**config.mk**
```make
export PLATFORM = sky130hd
export DESIGN_NAME = fetch_ctrl_flat
export DESIGN_NICKNAME = d
export VERILOG_FILES = /design/src/rtl/fetch_ctrl_if.sv /design/src/rtl/fetch_ctrl.sv /design/src/flat_wrapper.sv
export SDC_FILE = /design/constraint.sdc
export NUM_CORES = 1
export LEC_CHECK = 0
export CORE_ASPECT_RATIO = 0.8
export CORE_MARGIN = 3
export CORE_UTILIZATION = 40
export CTS_CLUSTER_DIAMETER = 60
export CTS_CLUSTER_SIZE = 10
export DETAILED_ROUTE_END_ITERATION = 12
export HOLD_SLACK_MARGIN = 0.05
export PLACE_DENSITY = 0.73
export SYNTH_ARGS = -nofsm -noshare
export SYNTH_HDL_FRONTEND = slang
export SYNTH_SLANG_ARGS = --single-unit
```
**constraint.sdc**
```tcl
create_clock -name clk -period 8.9 [get_ports clk]
set_clock_uncertainty 0.05 [all_clocks]
set_input_delay 1.78 -clock clk [delete_from_list [all_inputs] [get_ports clk]]
set_output_delay 1.78 -clock clk [all_outputs]
set_load 0.02 [all_outputs]
```
**src/rtl/fetch_ctrl_if.sv**
```systemverilog
// ---------------------------------------------------------------------------
// fetch_ctrl_if
//   Bundles every non-clock, non-reset signal of the instruction-fetch
//   sequencer. This covers the run control, the instruction-ROM port, the
//   branch redirect request and the {pc, instr} valid/ready channel
//   towards decode.
//
//   Signals (direction as seen by the fetch sequencer, modport master):
//     start        in   1-cycle pulse, IDLE -> RUN
//     imem_addr    out  ROM word address (pc[ADDR_W+1:2])
//     imem_q       in   ROM data, combinational from imem_addr
//     redir_valid  in   branch redirect request
//     redir_pc     in   redirect target; bits [1:0] ignored
//     out_valid    out  FIFO head is valid
//     out_ready    in   decode accepts the head this cycle
//     out_instr    out  head instruction
//     out_pc       out  head PC
//     halted       out  sequencer is in HALT
//     busy         out  sequencer is in RUN
//   The slave modport is the mirror image, used by the ROM/decode side.
// ---------------------------------------------------------------------------
interface fetch_ctrl_if #(
    parameter int N      = 64,
    parameter int ISIZE  = 32,
    parameter int ADDR_W = 6
);
    logic              start;
    logic [ADDR_W-1:0] imem_addr;
    logic [ISIZE-1:0]  imem_q;
    logic              redir_valid;
    logic [N-1:0]      redir_pc;
    logic              out_valid;
    logic              out_ready;
    logic [ISIZE-1:0]  out_instr;
    logic [N-1:0]      out_pc;
    logic              halted;
    logic              busy;

    modport master (
        input  start, imem_q, redir_valid, redir_pc, out_ready,
        output imem_addr, out_valid, out_instr, out_pc, halted, busy
    );

    modport slave (
        output start, imem_q, redir_valid, redir_pc, out_ready,
        input  imem_addr, out_valid, out_instr, out_pc, halted, busy
    );
endinterface

```
**src/rtl/fetch_ctrl.sv**
```systemverilog
// ---------------------------------------------------------------------------
// fetch_ctrl
//   Instruction-fetch sequencer for the single-cycle LEGv8 core. It owns the
//   program counter and drives the word address of a combinational
//   instruction ROM. It also buffers fetched {pc, instr} pairs in a small
//   FIFO towards decode. Branch redirects flush the FIFO and reload the PC.
//   Fetching stops at the end-of-program marker, which is an all-zero word.
//
//   Ports:
//     clk    rising-edge clock
//     reset  asynchronous, active-high reset
//     bus    fetch_ctrl_if.master (ROM port, redirect, decode channel,
//            start/halted/busy)
//
//   Parameters:
//     N         PC width in bits
//     ISIZE     instruction width (equal to the ROM word width)
//     ADDR_W    ROM word-address width
//     DEPTH     fetch FIFO entries (>= 1)
//     RESET_PC  PC value loaded on reset
// ---------------------------------------------------------------------------
module fetch_ctrl #(
    parameter int           N        = 64,
    parameter int           ISIZE    = 32,
    parameter int           ADDR_W   = 6,
    parameter int           DEPTH    = 2,
    parameter logic [N-1:0] RESET_PC = '0
) (
    input  logic          clk,
    input  logic          reset,
    fetch_ctrl_if.master  bus
);

    localparam int PTR_W = (DEPTH > 1) ? $clog2(DEPTH) : 1;
    localparam int CNT_W = $clog2(DEPTH + 1);

    typedef enum logic [1:0] {
        S_IDLE = 2'd0,
        S_RUN  = 2'd1,
        S_HALT = 2'd2
    } state_e;

    typedef struct packed {
        logic [N-1:0]     pc;
        logic [ISIZE-1:0] instr;
    } entry_t;

    // ------------------------------------------------------------------
    // State
    // ------------------------------------------------------------------
    state_e            state_q,  state_d;
    logic [N-1:0]      pc_q,     pc_d;
    logic [PTR_W-1:0]  rd_ptr_q, rd_ptr_d;
    logic [PTR_W-1:0]  wr_ptr_q, wr_ptr_d;
    logic [CNT_W-1:0]  count_q,  count_d;
    logic              halted_q, halted_d;
    logic              busy_q,   busy_d;

    entry_t            fifo_mem [DEPTH];

    logic              out_valid;
    logic              push;
    logic              pop;
    logic              push_ok;

    // The two low bits of the redirect target are forced to zero and
    // never read.
    logic [1:0]        unused_redir_lsb;
    assign unused_redir_lsb = bus.redir_pc[1:0];

    // Circular pointer advance that also works for non-power-of-two depths.
    function automatic logic [PTR_W-1:0] ptr_inc(input logic [PTR_W-1:0] p);
        return (p == PTR_W'(DEPTH - 1)) ? '0 : p + PTR_W'(1);
    endfunction

    // ------------------------------------------------------------------
    // Next-state logic
    // ------------------------------------------------------------------
    assign out_valid = (count_q != '0);

    always_comb begin
        // NOTE: every signal gets a default first, so no path leaves one unassigned (no latches).
        state_d  = state_q;
        pc_d     = pc_q;
        rd_ptr_d = rd_ptr_q;
        wr_ptr_d = wr_ptr_q;
        count_d  = count_q;
        push_ok  = 1'b0;
        push     = 1'b0;
        pop      = 1'b0;

        if (bus.redir_valid) begin
            // A redirect beats everything. It flushes the FIFO, reloads the
            // word-aligned target and blocks this cycle's push and pop.
            pc_d     = {bus.redir_pc[N-1:2], 2'b00};
            rd_ptr_d = '0;
            wr_ptr_d = '0;
            count_d  = '0;
            unique case (state_q)
                S_IDLE:  if (bus.start) state_d = S_RUN;
                S_HALT:  state_d = S_RUN;
                default: state_d = state_q;
            endcase
        end else begin
            pop = out_valid & bus.out_ready;

            if (state_q == S_IDLE && bus.start) begin
                state_d = S_RUN;
            end

            // A slot is free if the FIFO is not full, or if the head
            // leaves in the same cycle.
            push_ok = (state_q == S_RUN) && ((count_q < CNT_W'(DEPTH)) || pop);

            if (push_ok) begin
                if (bus.imem_q == '0) begin
                    // End-of-program marker. It is not queued, and the PC
                    // stays on it.
                    state_d = S_HALT;
                end else begin
                    push = 1'b1;
                    pc_d = pc_q + N'(4);
                end
            end

            if (push) wr_ptr_d = ptr_inc(wr_ptr_q);
            if (pop)  rd_ptr_d = ptr_inc(rd_ptr_q);

            unique case ({push, pop})
                2'b10:   count_d = count_q + CNT_W'(1);
                2'b01:   count_d = count_q - CNT_W'(1);
                default: count_d = count_q;
            endcase
        end
    end

    // Status outputs are registered. They follow the state that the next
    // edge will enter.
    always_comb begin
        busy_d   = (state_d == S_RUN);
        halted_d = (state_d == S_HALT);
    end

    // ------------------------------------------------------------------
    // Sequencer and FIFO control registers
    // ------------------------------------------------------------------
    // NOTE: sequential state uses non-blocking assignments so every flop samples pre-edge values.
    always_ff @(posedge clk or posedge reset) begin
        if (reset) begin
            state_q  <= S_IDLE;
            pc_q     <= RESET_PC;
            rd_ptr_q <= '0;
            wr_ptr_q <= '0;
            count_q  <= '0;
            halted_q <= 1'b0;
            busy_q   <= 1'b0;
        end else begin
            state_q  <= state_d;
            pc_q     <= pc_d;
            rd_ptr_q <= rd_ptr_d;
            wr_ptr_q <= wr_ptr_d;
            count_q  <= count_d;
            halted_q <= halted_d;
            busy_q   <= busy_d;
        end
    end

    // ------------------------------------------------------------------
    // FIFO storage
    // ------------------------------------------------------------------
    // NOTE: the storage array is not reset. An empty count makes its contents irrelevant.
    always_ff @(posedge clk) begin
        if (push) begin
            fifo_mem[wr_ptr_q] <= '{pc: pc_q, instr: bus.imem_q};
        end
    end

    // ------------------------------------------------------------------
    // Outputs
    // ------------------------------------------------------------------
    assign bus.imem_addr = pc_q[ADDR_W+1:2];
    assign bus.out_valid = out_valid;

    // The head is forced to zero while the FIFO is empty. This keeps the
    // reset and flush values clean without resetting the storage.
    assign bus.out_instr = out_valid ? fifo_mem[rd_ptr_q].instr : '0;
    assign bus.out_pc    = out_valid ? fifo_mem[rd_ptr_q].pc    : '0;
    assign bus.halted    = halted_q;
    assign bus.busy      = busy_q;

endmodule

```
**src/flat_wrapper.sv**
```systemverilog
// flat-port wrapper written by rule: the top's interface ports become plain ports
module fetch_ctrl_flat 
#(
    parameter int           N        = 64,
    parameter int           ISIZE    = 32,
    parameter int           ADDR_W   = 6,
    parameter int           DEPTH    = 2,
    parameter logic [N-1:0] RESET_PC = '0
)
  (clk, reset, bus_start, bus_imem_q, bus_redir_valid, bus_redir_pc, bus_out_ready, bus_imem_addr, bus_out_valid, bus_out_instr, bus_out_pc, bus_halted, bus_busy);
  fetch_ctrl_if #(.N(N), .ISIZE(ISIZE), .ADDR_W(ADDR_W)) bus_i ();
  input  logic clk;
  input  logic reset;
  input wire logic [$bits(bus_i.start)-1:0] bus_start;
  input wire logic [$bits(bus_i.imem_q)-1:0] bus_imem_q;
  input wire logic [$bits(bus_i.redir_valid)-1:0] bus_redir_valid;
  input wire logic [$bits(bus_i.redir_pc)-1:0] bus_redir_pc;
  input wire logic [$bits(bus_i.out_ready)-1:0] bus_out_ready;
  output wire logic [$bits(bus_i.imem_addr)-1:0] bus_imem_addr;
  output wire logic [$bits(bus_i.out_valid)-1:0] bus_out_valid;
  output wire logic [$bits(bus_i.out_instr)-1:0] bus_out_instr;
  output wire logic [$bits(bus_i.out_pc)-1:0] bus_out_pc;
  output wire logic [$bits(bus_i.halted)-1:0] bus_halted;
  output wire logic [$bits(bus_i.busy)-1:0] bus_busy;
  assign bus_i.start = bus_start;
  assign bus_i.imem_q = bus_imem_q;
  assign bus_i.redir_valid = bus_redir_valid;
  assign bus_i.redir_pc = bus_redir_pc;
  assign bus_i.out_ready = bus_out_ready;
  assign bus_imem_addr = bus_i.imem_addr;
  assign bus_out_valid = bus_i.out_valid;
  assign bus_out_instr = bus_i.out_instr;
  assign bus_out_pc = bus_i.out_pc;
  assign bus_halted = bus_i.halted;
  assign bus_busy = bus_i.busy;
  fetch_ctrl #(.N(N), .ISIZE(ISIZE), .ADDR_W(ADDR_W), .DEPTH(DEPTH), .RESET_PC(RESET_PC)) u_core (.clk(clk), .reset(reset), .bus(bus_i));
endmodule
```
Yosys cells after proc, flatten, opt, wreduce, memory -nomap -nowiden
Memories as Yosys holds them, arrays and structs flattened.
Index checks and enable logic that the tools add are counted.
- register bits after elaboration: 72
- output and inout bits: 105
- RAM bits: 192
- input bits: 101
- memories kept: 1
- multiplexer cells: 25
- bitwise operators: 1
- reductions and logical operators: 11
- equality and inequality tests: 7
- magnitude comparators: 1
- $add $sub $neg: 5
- memories (memory ; depth ; width ; rd ports ; clocked after memory_dff ; write ports ; line ; RTL):
    u_core.fifo_mem ; 2 ; 96 ; 1 ; 0 ; 1 ; fetch_ctrl.sv:59 ; entry_t fifo_mem [DEPTH];
- operators with widths (operator ; number):
    64-bit two-way mux ; 4
    64-bit by 3-bit adder with 64-bit output (second input constant) ; 1
    32-bit zero test ; 1
    32-bit two-way mux ; 1
    1-bit two-way mux ; 12
    2-bit two-way mux ; 6
    2-bit case mux with 2 select lines ; 2
    2-bit nonzero test ; 4
    2-bit by 1-bit equality test with 1-bit output (second input constant) ; 3
    2-bit equality test (second input constant) ; 3
    3-bit nonzero test ; 1
    1-bit adder (second input constant) ; 2
    2-bit by 1-bit adder with 2-bit output (second input constant) ; 1
    1-bit logical AND ; 2
    2-bit zero test ; 1
    2-bit < comparator (second input constant) ; 1
    2-bit != test (second input constant) ; 1
    2-bit AND reduction ; 1
    2-bit by 1-bit subtractor with 2-bit output (second input constant) ; 1
    1-bit bitwise AND ; 1
    1-bit logical OR ; 1

Longest topological paths before layout
- depth after elaboration: 9
- depth in mapped cells: 8
- gate-level depth less buffers: 6

Least setup slack after synthesis
No wires, ideal clock.
- kind: input port to flip-flop
- start point: in bus_out_ready
- end point: mem u_core.fifo_mem[1][0] (netlist name), enable pin
- path slack: -1.085 ns
- arrival time: 9.254 ns
- path buffers: 1
- data required time: 8.169 ns
- stages on the path: 5
- cell sequence: nor2b_1 nor2_1 o31ai_1 clkbuf_1 nor3b_1
- longest elaborated chain between the ends: 8
- ends and longest elaborated chain (item ; line ; RTL):
    start: declaration ; flat_wrapper.sv:18 ; input wire logic [$bits(bus_i.out_ready)-1:0] bus_out_ready;
    1-bit bitwise AND ; fetch_ctrl.sv:105 ; pop = out_valid & bus.out_ready;
    1-bit logical OR ; fetch_ctrl.sv:113 ; push_ok = (state_q == S_RUN) && ((count_q < CNT_W'(DEPTH)) || pop);
    1-bit logical AND ; fetch_ctrl.sv:113 ;
    1-bit two-way mux ; fetch_ctrl.sv:115 ; if (push_ok) begin
    1-bit two-way mux (2 in series) ; fetch_ctrl.sv:92 ; if (bus.redir_valid) begin
    1-bit two-way mux ; fetch_ctrl.sv:173 ; if (push) begin
    1-bit two-way mux (implied by the code) ; fetch_ctrl.sv:174 ; fifo_mem[wr_ptr_q] <= '{pc: pc_q, instr: bus.imem_q};
    end: declaration ; fetch_ctrl.sv:59 ;
No other way between the ends. The select of a mux whose other input is x is not followed.

Worst setup path after layout
- start point: reg u_core.rd_ptr_q
- end point: out bus_out_instr[22]
- longest elaborated chain between the ends: 2
- ends and longest elaborated chain (item ; line ; RTL):
    start: declaration ; fetch_ctrl.sv:53 ; logic [PTR_W-1:0] rd_ptr_q, rd_ptr_d;
    start signal: assignment ; fetch_ctrl.sv:160 ; rd_ptr_q <= rd_ptr_d;
    memory 2 x 96 bit ; n/a ;
    32-bit two-way mux ; fetch_ctrl.sv:186 ; assign bus.out_instr = out_valid ? fifo_mem[rd_ptr_q].instr : '0;
    end: declaration ; flat_wrapper.sv:21 ; output wire logic [$bits(bus_i.out_instr)-1:0] bus_out_instr;
No other way between the ends.

==> results.md <==
| Group | Metric | Reported |
|:---|:---|:---|
| cts | Buffer depth of the longest clock path | 3 |
| route | Sum of routed wire length over all layers | 27,200 um |
| setup path | Sort of element at the end of the critical path | primary output |
| global routing | Via count of the first global-routing pass | 7,603 |
| sta | Part of the cycle the worst path needs | 58.9% |
| route | Number of vias in the routed layout | 7,609 |
| die | Area enclosed by the die boundary | 0.0300 mm2 |
| setup path | Critical-path cell list | buf_4, mux2i_1, nor2_1, clkdlybuf4s50_1 |
| synth | Number of synthesized register bits | 258 |
| die | Initial standard-cell utilization of the core | 40.8% |
| global routing | Overall overflow remaining after global route | 0 |
| power and ir drop | VDD IR max | 0.133 mV |
| sta | Slew Limit Fails | 0 |
| die | Die extent in x | 193 um |
| synth | Fraction of registers with async set/reset | 27.1% |
| global routing | Global-route usage over all layers | 17.9% |
| sta | Post-route setup TNS | 0 ns |
| die | Placement row count | 54 |
| synth | Post-Synthesis Mean Instance Area | 12.5 um2 |
| cells and area | Net count reported at finish | 1,186 |
| synth | Sequential element share of the synthesized area | 66.2% |
| setup path | Cell class contributing the biggest share of worst-path delay | buffers and inverters |
| synth | Area of the mapped netlist | 0.0112 mm2 |
| placed design | Placed wire-length estimate | 17,400 um |
| cts | CTS sink count | 258 |
| hold path | Tightest Hold Check Type | flip-flop to flip-flop |
| cts | Count of hold-fix buffers inserted at cts | 0 |
| cts | H-tree lvl count | 1 |
| setup path | Critical Path Fanout Max | 54 |
| cells and area | Fraction of layout instances using a drive strength above 1 | 5.33% |
| die | Chip Height | 155 um |
| placed design | Port buffer count | 201 |
| cells and area | Count of antenna diodes in the layout | 0 |
| power and ir drop | Leak pwr | 0.00489 uW |
| run status | Status | complete, no violations |
| cts | Post-cts resize count | 0 |
| cells and area | Layout fillers | 2,361 |
| sta | Maximum achievable frequency | 0.191 GHz |
| global routing | Antenna violations before repair | 0 |
| sta | Unrepaired setup endpoints after global routing | no |
| route | WL/cell | 18.5 um |
| setup path | Crit path largest cell delay | 0.94 ns |
| cts | Clock-pin slew reported for the worst setup and hold paths after clock tree synthesis | 0.06 ns |
| cts | CTS root buf | clkbuf_16 |
| global routing | Largest net degree at the start of global routing | 71 |
| synth | Most used flip-flop cell after synthesis | edfxtp_1 |
| global routing | First-pass GRT wire length | 42,100 um |
| placed design | Gpl congestion | 0.786 |
| setup path | Startpoint kind of the worst setup timing path | flip-flop |
| job | Number of violations of the max-capacitance limit | 0 |
| sta | Number of failing setup endpoints in the final timing report | 0 |
| synth | Number of warnings reported in the yosys synthesis log | 0 |
| power and ir drop | Power density relative to cell area | 216 mW/mm2 |
| setup path | Arrival time at the worst endpoint | 3.42 ns |
| cts | Later-pin clock latency in the skew report | 0.53 ns |
| sta | Final Hold Violating Endpoints | 0 |
| route | Vias/cell | 5.17 |
| cts | Inserted Clock Buffers | 29 |
| sta | Worst Max-Slew Pin Slew | 1.17 ns |
| setup path | Critical path required time | 7.07 ns |
| sta | Max transition margin | 21.4% |
| die | Core region area | 0.0274 mm2 |
| cells and area | Layout overhead on the synthesized area | 28.9% |
| setup path | Slowest stage cell, crit path | dfrtp_4 |
| route | Number of remaining DRC errors | 0 |
| cts | Number of setup buffers added after CTS | 0 |
| route | Number of detailed-routing iterations run before antenna repair | 4 |
| cts | CTS tree | built |
| synth | Cell count after synthesis | 893 |
| route | Drt first-iter violations | 420 |
| synth | EDFF count, synth | 188 |
| route | Final antenna-violating net count | 0 |
| sta | Minimum hold slack | 0.448 ns |
| sta | Final min period | 5.25 ns |
| synth | Post-synthesis cell type count | 41 |
| setup path | Number of buffer and inverter stages on the critical path | 2 |
| setup path | Class of the most critical setup path | flip-flop to primary output |
| die | Top Ports | 206 |
-- metal layers --
layer,track usage [%],routed length (um),vias to the layer above
met5,0,0,-
met4,4.79,563,0
met3,3.49,1680,38
met2,29.0,12600,237
met1,24.8,12300,3720
li1,-,-,3614
-- flip-flops by register name (all words and copies together), names as in the netlist --
name               count
u_core.fifo_mem      188
u_core.state_q         2
u_core.bus.busy        1
u_core.rd_ptr_q        1
u_core.wr_ptr_q        1
u_core.count_q         2
u_core.pc_q           62
u_core.bus.halted      1
-- stage by stage --
stage          cells  cell area [um2]  worst slack, ns  util (%)  total power [uW]
3_3_place_gp    1417            13600             3.94      49.6              2070
5_1_grt         1471            14400             3.51      52.7              3250
4_1_cts         1471            14400             3.55      52.7              3150
2_1_floorplan    894            11200             2.26         -              1810
6_report        1471            14400             3.65      52.7              3110
3_5_place_dp    1417            13600             3.88      49.6              2080
-- worst paths after layout --
kind | start | endpoint | slack, ns | depth (start not counted)
max | u_core.rd_ptr_q | bus_out_instr[22] | 3.65 | 4
max in group asynchronous | reset | u_core.rd_ptr_q | 6.26 | 3
min reg2reg | u_core.pc_q[63] | u_core.fifo_mem[1][95] | 0.45 | 0
min | u_core.pc_q[63] | u_core.fifo_mem[1][95] | 0.45 | 0
min in group asynchronous | reset | u_core.pc_q[13] | 1.82 | 3
max reg2reg | u_core.pc_q[5] | u_core.pc_q[56] | 5.73 | 6
-- worst reg2reg max path: stages (launching register included) --
cell and delay, ns:
dfrtp_1 0.50, nand4_1 0.20, nor2_1 0.19, nand2_1 0.58, or3_1 0.80, or4_1 0.57
a31oi_1 0.19
-- cells in the final DEF, fill, tap and decap left out, types with 4 or more instances in the layout --
cell | synthesis | layout
a21oi_1 | 4 | 4
a31oi_1 | 6 | 6
buf_4 | 8 | 13
clkbuf_1 | 39 | 23
clkbuf_16 | 0 | 29
clkdlybuf4s50_1 | 0 | 200
dfrtp_1 | 70 | 69
edfxtp_1 | 188 | 188
inv_1 | 12 | 11
mux2i_1 | 96 | 96
nand2_1 | 80 | 80
nand2b_1 | 5 | 5
nand3_1 | 20 | 20
nand4_1 | 20 | 20
nor2_1 | 125 | 124
nor3_1 | 31 | 30
nor4_1 | 28 | 28
o21ai_0 | 55 | 55
o31a_1 | 4 | 4
o31ai_1 | 5 | 4
or3_1 | 4 | 4
or4_1 | 5 | 5
xnor2_1 | 45 | 45
xor2_1 | 8 | 8
-- kinds of logic after synthesis --
kind of cell             Yosys count  synth area share [%]
other                              1                0.0336
XOR/XNOR                          53                  4.15
buffers and inverters             67                  2.53
multiplexers                      99                  8.90
AND/OR/NAND/NOR                  333                  13.9
flip-flops                       258                  66.2
adder cells (fa/ha/maj)            1                 0.112
AO/OA/AOI/OAI                     81                  4.13
-- synth_stat cells, types with 5 or more instances --
library cell / count / share of area, %
a31oi_1: 6 / 0.34
buf_1: 6 / 0.20
buf_4: 8 / 0.54
clkbuf_1: 39 / 1.3
dfrtp_1: 70 / 16
edfxtp_1: 188 / 51
inv_1: 12 / 0.40
mux2i_1: 96 / 8.6
nand2_1: 80 / 2.7
nand2b_1: 5 / 0.28
nand3_1: 20 / 0.90
nand4_1: 20 / 1.1
nor2_1: 125 / 4.2
nor3_1: 31 / 1.4
nor4_1: 28 / 1.6
o21ai_0: 55 / 2.5
o31ai_1: 5 / 0.34
or4_1: 5 / 0.34
xnor2_1: 45 / 3.5
xor2_1: 8 / 0.63
-- power breakdown --
part           leakage (uW)  switching, uW  internal (uW)
Sequential          0.00260           78.0           1410
Clock              0.000396            443            618
Combinational       0.00189            305            253
Total               0.00489            827           2280
-- final cells by class --
type	instances	area (um2)	area share, %
Clock buffer	53	826	5.73
Clock inverter	1	8.76	0.0608
Inverter	13	50.0	0.347
Multi-Input combinational cell	569	3570	24.8
Sequential cell	258	7400	51.4
Tap cell	364	455	3.16
Timing Repair Buffer	213	2100	14.6
Power figures use the tool's default switching activity.
